<file path="config.mk">
export PLATFORM = sky130hd
export DESIGN_NAME = ext_mem_be_arb
export DESIGN_NICKNAME = d
export VERILOG_FILES = /design/src/rtl/ext_mem_be_arb.sv
export SDC_FILE = /design/constraint.sdc
export NUM_CORES = 1
export LEC_CHECK = 0
export ABC_CLOCK_PERIOD_IN_PS = 2940
export BUFFER_PORTS_ARGS = -buffer_cell sky130_fd_sc_hd__clkbuf_2
export CAP_MARGIN = 15
export CELL_PAD_IN_SITES_DETAIL_PLACEMENT = 0
export CELL_PAD_IN_SITES_GLOBAL_PLACEMENT = 1
export CORE_UTILIZATION = 27
export DETAILED_ROUTE_END_ITERATION = 10
export PLACE_DENSITY_LB_ADDON = 0.1
export SLEW_MARGIN = 20
export SYNTH_ARGS = -nofsm -noshare
export SYNTH_HDL_FRONTEND = slang
export SYNTH_SLANG_ARGS = --single-unit
</file>
<file path="constraint.sdc">
create_clock -name clk_i -period 2.94 [get_ports clk_i]
set_clock_uncertainty 0.1 [all_clocks]
set_input_delay 0.441 -clock clk_i [delete_from_list [all_inputs] [get_ports clk_i]]
set_output_delay 0.441 -clock clk_i [all_outputs]
set_load 0.02 [all_outputs]
</file>
<file path="src/rtl/ext_mem_be_arb.sv">
// ext_mem_be_arb: round-robin arbiter from icache/dcache back-end buses onto one L2 front-end.
// Latency: request in IDLE -> s_req_o next cycle; s_ack_i -> master ack next cycle; one access outstanding.
// Backpressure: masters hold req until ack; the L2 stalls by withholding s_ack_i. Optional grant
// counters are built when EXT_MEM_BE_ARB_STATS_EN is defined, otherwise the counter ports read 0.
module ext_mem_be_arb #(
  parameter int ADDR_W = 24,
  parameter int DATA_W = 32
) (
  input  logic                  clk_i,
  input  logic                  arst_i,
  input  logic                  i_req_i,
  input  logic [ADDR_W-1:0]     i_addr_i,
  input  logic [DATA_W-1:0]     i_wdata_i,
  input  logic [DATA_W/8-1:0]   i_wstrb_i,
  output logic [DATA_W-1:0]     i_rdata_o,
  output logic                  i_ack_o,
  input  logic                  d_req_i,
  input  logic [ADDR_W-1:0]     d_addr_i,
  input  logic [DATA_W-1:0]     d_wdata_i,
  input  logic [DATA_W/8-1:0]   d_wstrb_i,
  output logic [DATA_W-1:0]     d_rdata_o,
  output logic                  d_ack_o,
  input  logic                  inval_req_i,
  output logic                  s_req_o,
  output logic [ADDR_W-1:0]     s_addr_o,
  output logic [DATA_W-1:0]     s_wdata_o,
  output logic [DATA_W/8-1:0]   s_wstrb_o,
  input  logic [DATA_W-1:0]     s_rdata_i,
  input  logic                  s_ack_i,
  output logic                  inval_o,
  output logic [31:0]           i_grant_cnt_o,
  output logic [31:0]           d_grant_cnt_o
);

  typedef enum logic [1:0] {IDLE, ISSUE, RESP, INVAL} state_t;

  state_t              state_q;
  logic                gnt_d_q;      // master owning the outstanding access (1 = dcache)
  logic                last_d_q;     // master granted most recently (1 = dcache)
  logic                inval_pend_q;
  logic [DATA_W-1:0]   rdata_q;
  logic                pick_d;
  logic                grant;

  // On a tie the master not granted last wins; a lone requester always wins.
  assign pick_d = d_req_i & (~i_req_i | ~last_d_q);
  // A grant happens only from IDLE when no invalidate is waiting.
  assign grant  = (state_q == IDLE) & ~inval_pend_q & (i_req_i | d_req_i);

  // Main sequencer: one access or one invalidate at a time, all outputs registered.
  always_ff @(posedge clk_i or posedge arst_i) begin
    if (arst_i) begin
      state_q  <= IDLE;
      gnt_d_q  <= 1'b0;
      last_d_q <= 1'b1;
      s_req_o  <= 1'b0;
      s_addr_o <= '0;
      s_wdata_o <= '0;
      s_wstrb_o <= '0;
      rdata_q  <= '0;
      i_ack_o  <= 1'b0;
      d_ack_o  <= 1'b0;
      inval_o  <= 1'b0;
    end else begin
      case (state_q)
        IDLE: begin
          if (inval_pend_q) begin
            state_q <= INVAL;
            inval_o <= 1'b1;
          end else if (grant) begin
            state_q   <= ISSUE;
            s_req_o   <= 1'b1;
            gnt_d_q   <= pick_d;
            last_d_q  <= pick_d;
            s_addr_o  <= pick_d ? d_addr_i  : i_addr_i;
            s_wdata_o <= pick_d ? d_wdata_i : i_wdata_i;
            s_wstrb_o <= pick_d ? d_wstrb_i : i_wstrb_i;
          end
        end
        ISSUE: begin
          if (s_ack_i) begin
            state_q <= RESP;
            s_req_o <= 1'b0;
            rdata_q <= s_rdata_i;
            i_ack_o <= ~gnt_d_q;
            d_ack_o <= gnt_d_q;
          end
        end
        RESP: begin
          i_ack_o <= 1'b0;
          d_ack_o <= 1'b0;
          state_q <= IDLE;
        end
        INVAL: begin
          inval_o <= 1'b0;
          state_q <= IDLE;
        end
        default: state_q <= IDLE;
      endcase
    end
  end

  // Invalidate request is remembered until the INVAL state retires it; a new pulse wins.
  always_ff @(posedge clk_i or posedge arst_i) begin
    if (arst_i) begin
      inval_pend_q <= 1'b0;
    end else if (inval_req_i) begin
      inval_pend_q <= 1'b1;
    end else if (state_q == INVAL) begin
      inval_pend_q <= 1'b0;
    end
  end

  assign i_rdata_o = rdata_q;
  assign d_rdata_o = rdata_q;

`ifdef EXT_MEM_BE_ARB_STATS_EN
  logic [31:0] i_cnt_q;
  logic [31:0] d_cnt_q;

  // Count grants per master; wraps naturally at 2^32.
  always_ff @(posedge clk_i or posedge arst_i) begin
    if (arst_i) begin
      i_cnt_q <= '0;
      d_cnt_q <= '0;
    end else if (grant) begin
      if (pick_d) d_cnt_q <= d_cnt_q + 32'd1;
      else        i_cnt_q <= i_cnt_q + 32'd1;
    end
  end

  assign i_grant_cnt_o = i_cnt_q;
  assign d_grant_cnt_o = d_cnt_q;
`else
  assign i_grant_cnt_o = 32'd0;
  assign d_grant_cnt_o = 32'd0;
`endif

endmodule

</file>
==> flow_summary.ini <==
[timing]
finalCritPeriodShare_pct = 74.97
tightest_slew_ps = 700.1
rsz0062_at_grt = no
max-slew-margin-rel_pct = 53.33
period_minus_slack_ps = 2204
final.setup.tns_ps = 0
final_hold_viol_count = 0
final_max_slew_viol_count = 0
setup_viol = 0
timing.fmax_mhz = 453.7

[worst_setup_path]
crit_arrival_ps = 2340
worstPathMaxFanout = 60
cpMaxStageDelayCell = or4b_4
crit_path_end_kind = flip-flop
cp.required_ps = 3080
crit_path_max_incr_delay_ps = 890
regToRegSetupSlack_ps = 740
start_kind = flip-flop
critical_path.cell_chain = or4b_4, or3_1, o221a_2
crit_type = flip-flop to flip-flop

[routing]
viasPerCell = 4.395
dr.first_iter.drc_count = 144
drtAntennaViolNets = 0
drt-total-wl_um = 14500
drc = 0
detail_route.wl_per_cell_um = 16.37
first_pass_iters = 4
vias = 3894

[final_layout]
mostFrequentLayoutCell = clkbuf_2
final_layout_size_suffix_gt1_share_pct = 61.74
seqCellArea_mm2 = 0.002529
final_cell_mix = clkbuf_2 (285), dfrtp_1 (100), conb_1 (64), or3_1 (60), o221a_2 (60)
multi_input_area_mm2 = 0.001838
instances_no_fill = 886
fin_util_pct = 36.10
fin_nets = 809
area_delta_synth_final_pct = 30.36
fin_area_mm2 = 0.006506
nFillCells = 1885

[power]
powerDensity_mw_per_mm2 = 1146
comb_power_share_pct = 47.8
internal_power_uw = 4368
p_switching_uw = 3086
p_leak_uw = 0.003188
vdd_ir_drop_max_uv = 600.0
sw_frac_of_total_pct = 41.39
seq_power_share_pct = 34.8
p_total_uw = 7454
power.share.clock_pct = 17.4

[synth]
postSynth.asyncResetShare_pct = 100.0
syn_inst = 412
ys_seq_elements = 101
avgSynthCellArea_um2 = 12.11
synth-seq-area-share_pct = 50.66
yosys.cell_types.count = 30
synth_edf_count = 0
syn-cell-area_mm2 = 0.004991
yosys_warnings = 0
ys.flop_type = dfrtp_1

[global_routing]
grt_overflow = 0
grtUsageTotal_pct = 14.83
grt_pass1_vias = 3752
grt_max_degree = 102
grt_pass1_wl_um = 20930
antenna_found_initial = 1

[placement]
placed_area_mm2 = 0.006172
routabilityCongestion = 0.7095
hpwl_um = 10260
placed_cells = 869
io_buffers = 285

[clocking]
post-cts-setup-buffers = 0
cts-root-buf = clkbuf_16
cts_tree = built
clock_path_buffers = 2
htree_num_levels = 3
cts_num_sinks = 101
path_clk_slew_ps = 70
numCtsBuffers = 9
postCtsHoldBufs = 0
post_cts_resized = 0
clk_latency_ps = 350

[die]
fp.dieArea_mm2 = 0.01903
row_count = 49
initial_core_util_pct = 27.69
die_w_um = 138.0
ioPinCount = 350
core_area_mm2 = 0.01802
die_y_um = 138.0

[flow_run]
drv_cap = 0

[run_status]
outcome = completed

[worst_hold_path]
min_path_type = input port to async pin
cells by family after synthesis:
family / Yosys count / share of synthesized area [%]
multiplexers: 32 / 7.220
other: 1 / 0.07513
AO/OA/AOI/OAI: 73 / 15.39
AND/OR/NAND/NOR: 74 / 9.125
buffers and inverters: 131 / 17.52
flip-flops: 101 / 50.66
registers in the layout, summed over array words and instances, names as in the netlist:
register	flops
s_req_o	1
inval_o	1
last_d_q	1
state_q	2
s_wstrb_o	4
s_wdata_o	32
inval_pend_q	1
i_ack_o	1
d_rdata_o	32
d_ack_o	1
s_addr_o	24
gnt_d_q	1
critical path: cells and delay by family, from the launching register on:
family / cells / cell delay [ps]
AND/OR/NAND/NOR: 2 / 1340
flip-flops: 1 / 510
AO/OA/AOI/OAI: 1 / 130
synth_stat cells, drive strengths merged, types with 2 or more instances:
| master | number | area [um2] |
|---|---|---|
| o221a | 60 | 675.7 |
| or3 | 60 | 375.4 |
| and2 | 2 | 12.52 |
| nand2 | 2 | 7.510 |
| o2bb2ai | 2 | 17.52 |
| a21o | 2 | 15.01 |
| buf | 103 | 762.0 |
| nand3 | 3 | 15.01 |
| dfrtp | 100 | 2502 |
| a21oi | 2 | 10.01 |
| nor2 | 2 | 7.510 |
| mux2 | 32 | 360.4 |
| inv | 5 | 18.77 |
| clkbuf | 23 | 93.84 |
| nand2b | 2 | 12.51 |
| o21ai | 2 | 10.01 |
routing by layer:
layer / vias to the layer above / global-route usage, % / wire (um)
li1: 1828 / - / -
met1: 1848 / 17.07 / 5830
met2: 206 / 24.58 / 6999
met3: 12 / 5.409 / 1429
met4: 0 / 6.522 / 242
met5: - / 0 / 0
final timing paths:
| kind | from | cells after the start | endpoint |
|---|---|---|---|
| min in group clk_i | inval_req_i | 2 | inval_pend_q$_DFFE_PP0P_ |
| worst min-delay path | arst_i | 3 | d_rdata_o[16]$_DFFE_PP0P_ |
| worst max register to register | state_q[0]$_DFFE_PP0P_ | 3 | s_addr_o[22]$_DFFE_PP0P_ |
| worst min register to register | s_req_o$_DFFE_PP0P_ | 1 | s_req_o$_DFFE_PP0P_ |
| max in group asynchronous | arst_i | 3 | s_addr_o[1]$_DFFE_PP0P_ |
| worst max-delay path | state_q[0]$_DFFE_PP0P_ | 3 | s_addr_o[22]$_DFFE_PP0P_ |
power groups by stage:
stage | Sequential (uW) | Clock [uW] | Combinational [uW]
after floorplan | 3340 | 0 | 1930
after global placement | 2590 | 0 | 3610
after detailed placement | 2600 | 0 | 3630
after CTS | 2600 | 1360 | 3620
after global routing | 2700 | 1400 | 3870
final | 2590 | 1300 | 3560
per-stage QoR:
stage | hold slack [ps] | setup WS [ps]
final | 133.3 | 735.9
after global routing | 185.3 | 654.7
after CTS | 151.5 | 742.9
after detailed placement | 383.1 | 745.4
after global placement | 366.6 | 775.3
after floorplan | 387.0 | 1093
cell type report:
class / instances / share of cell area [%]
inverters: 5 / 0.3462
well taps: 229 / 4.404
repair buffers: 291 / 23.00
multi-input cells: 243 / 28.25
diodes: 1 / 0.03846
flip-flops and latches: 101 / 38.87
clock inverters: 2 / 0.5769
clock buffers: 14 / 4.519
Note: power is estimated with default switching activity, not from simulation.
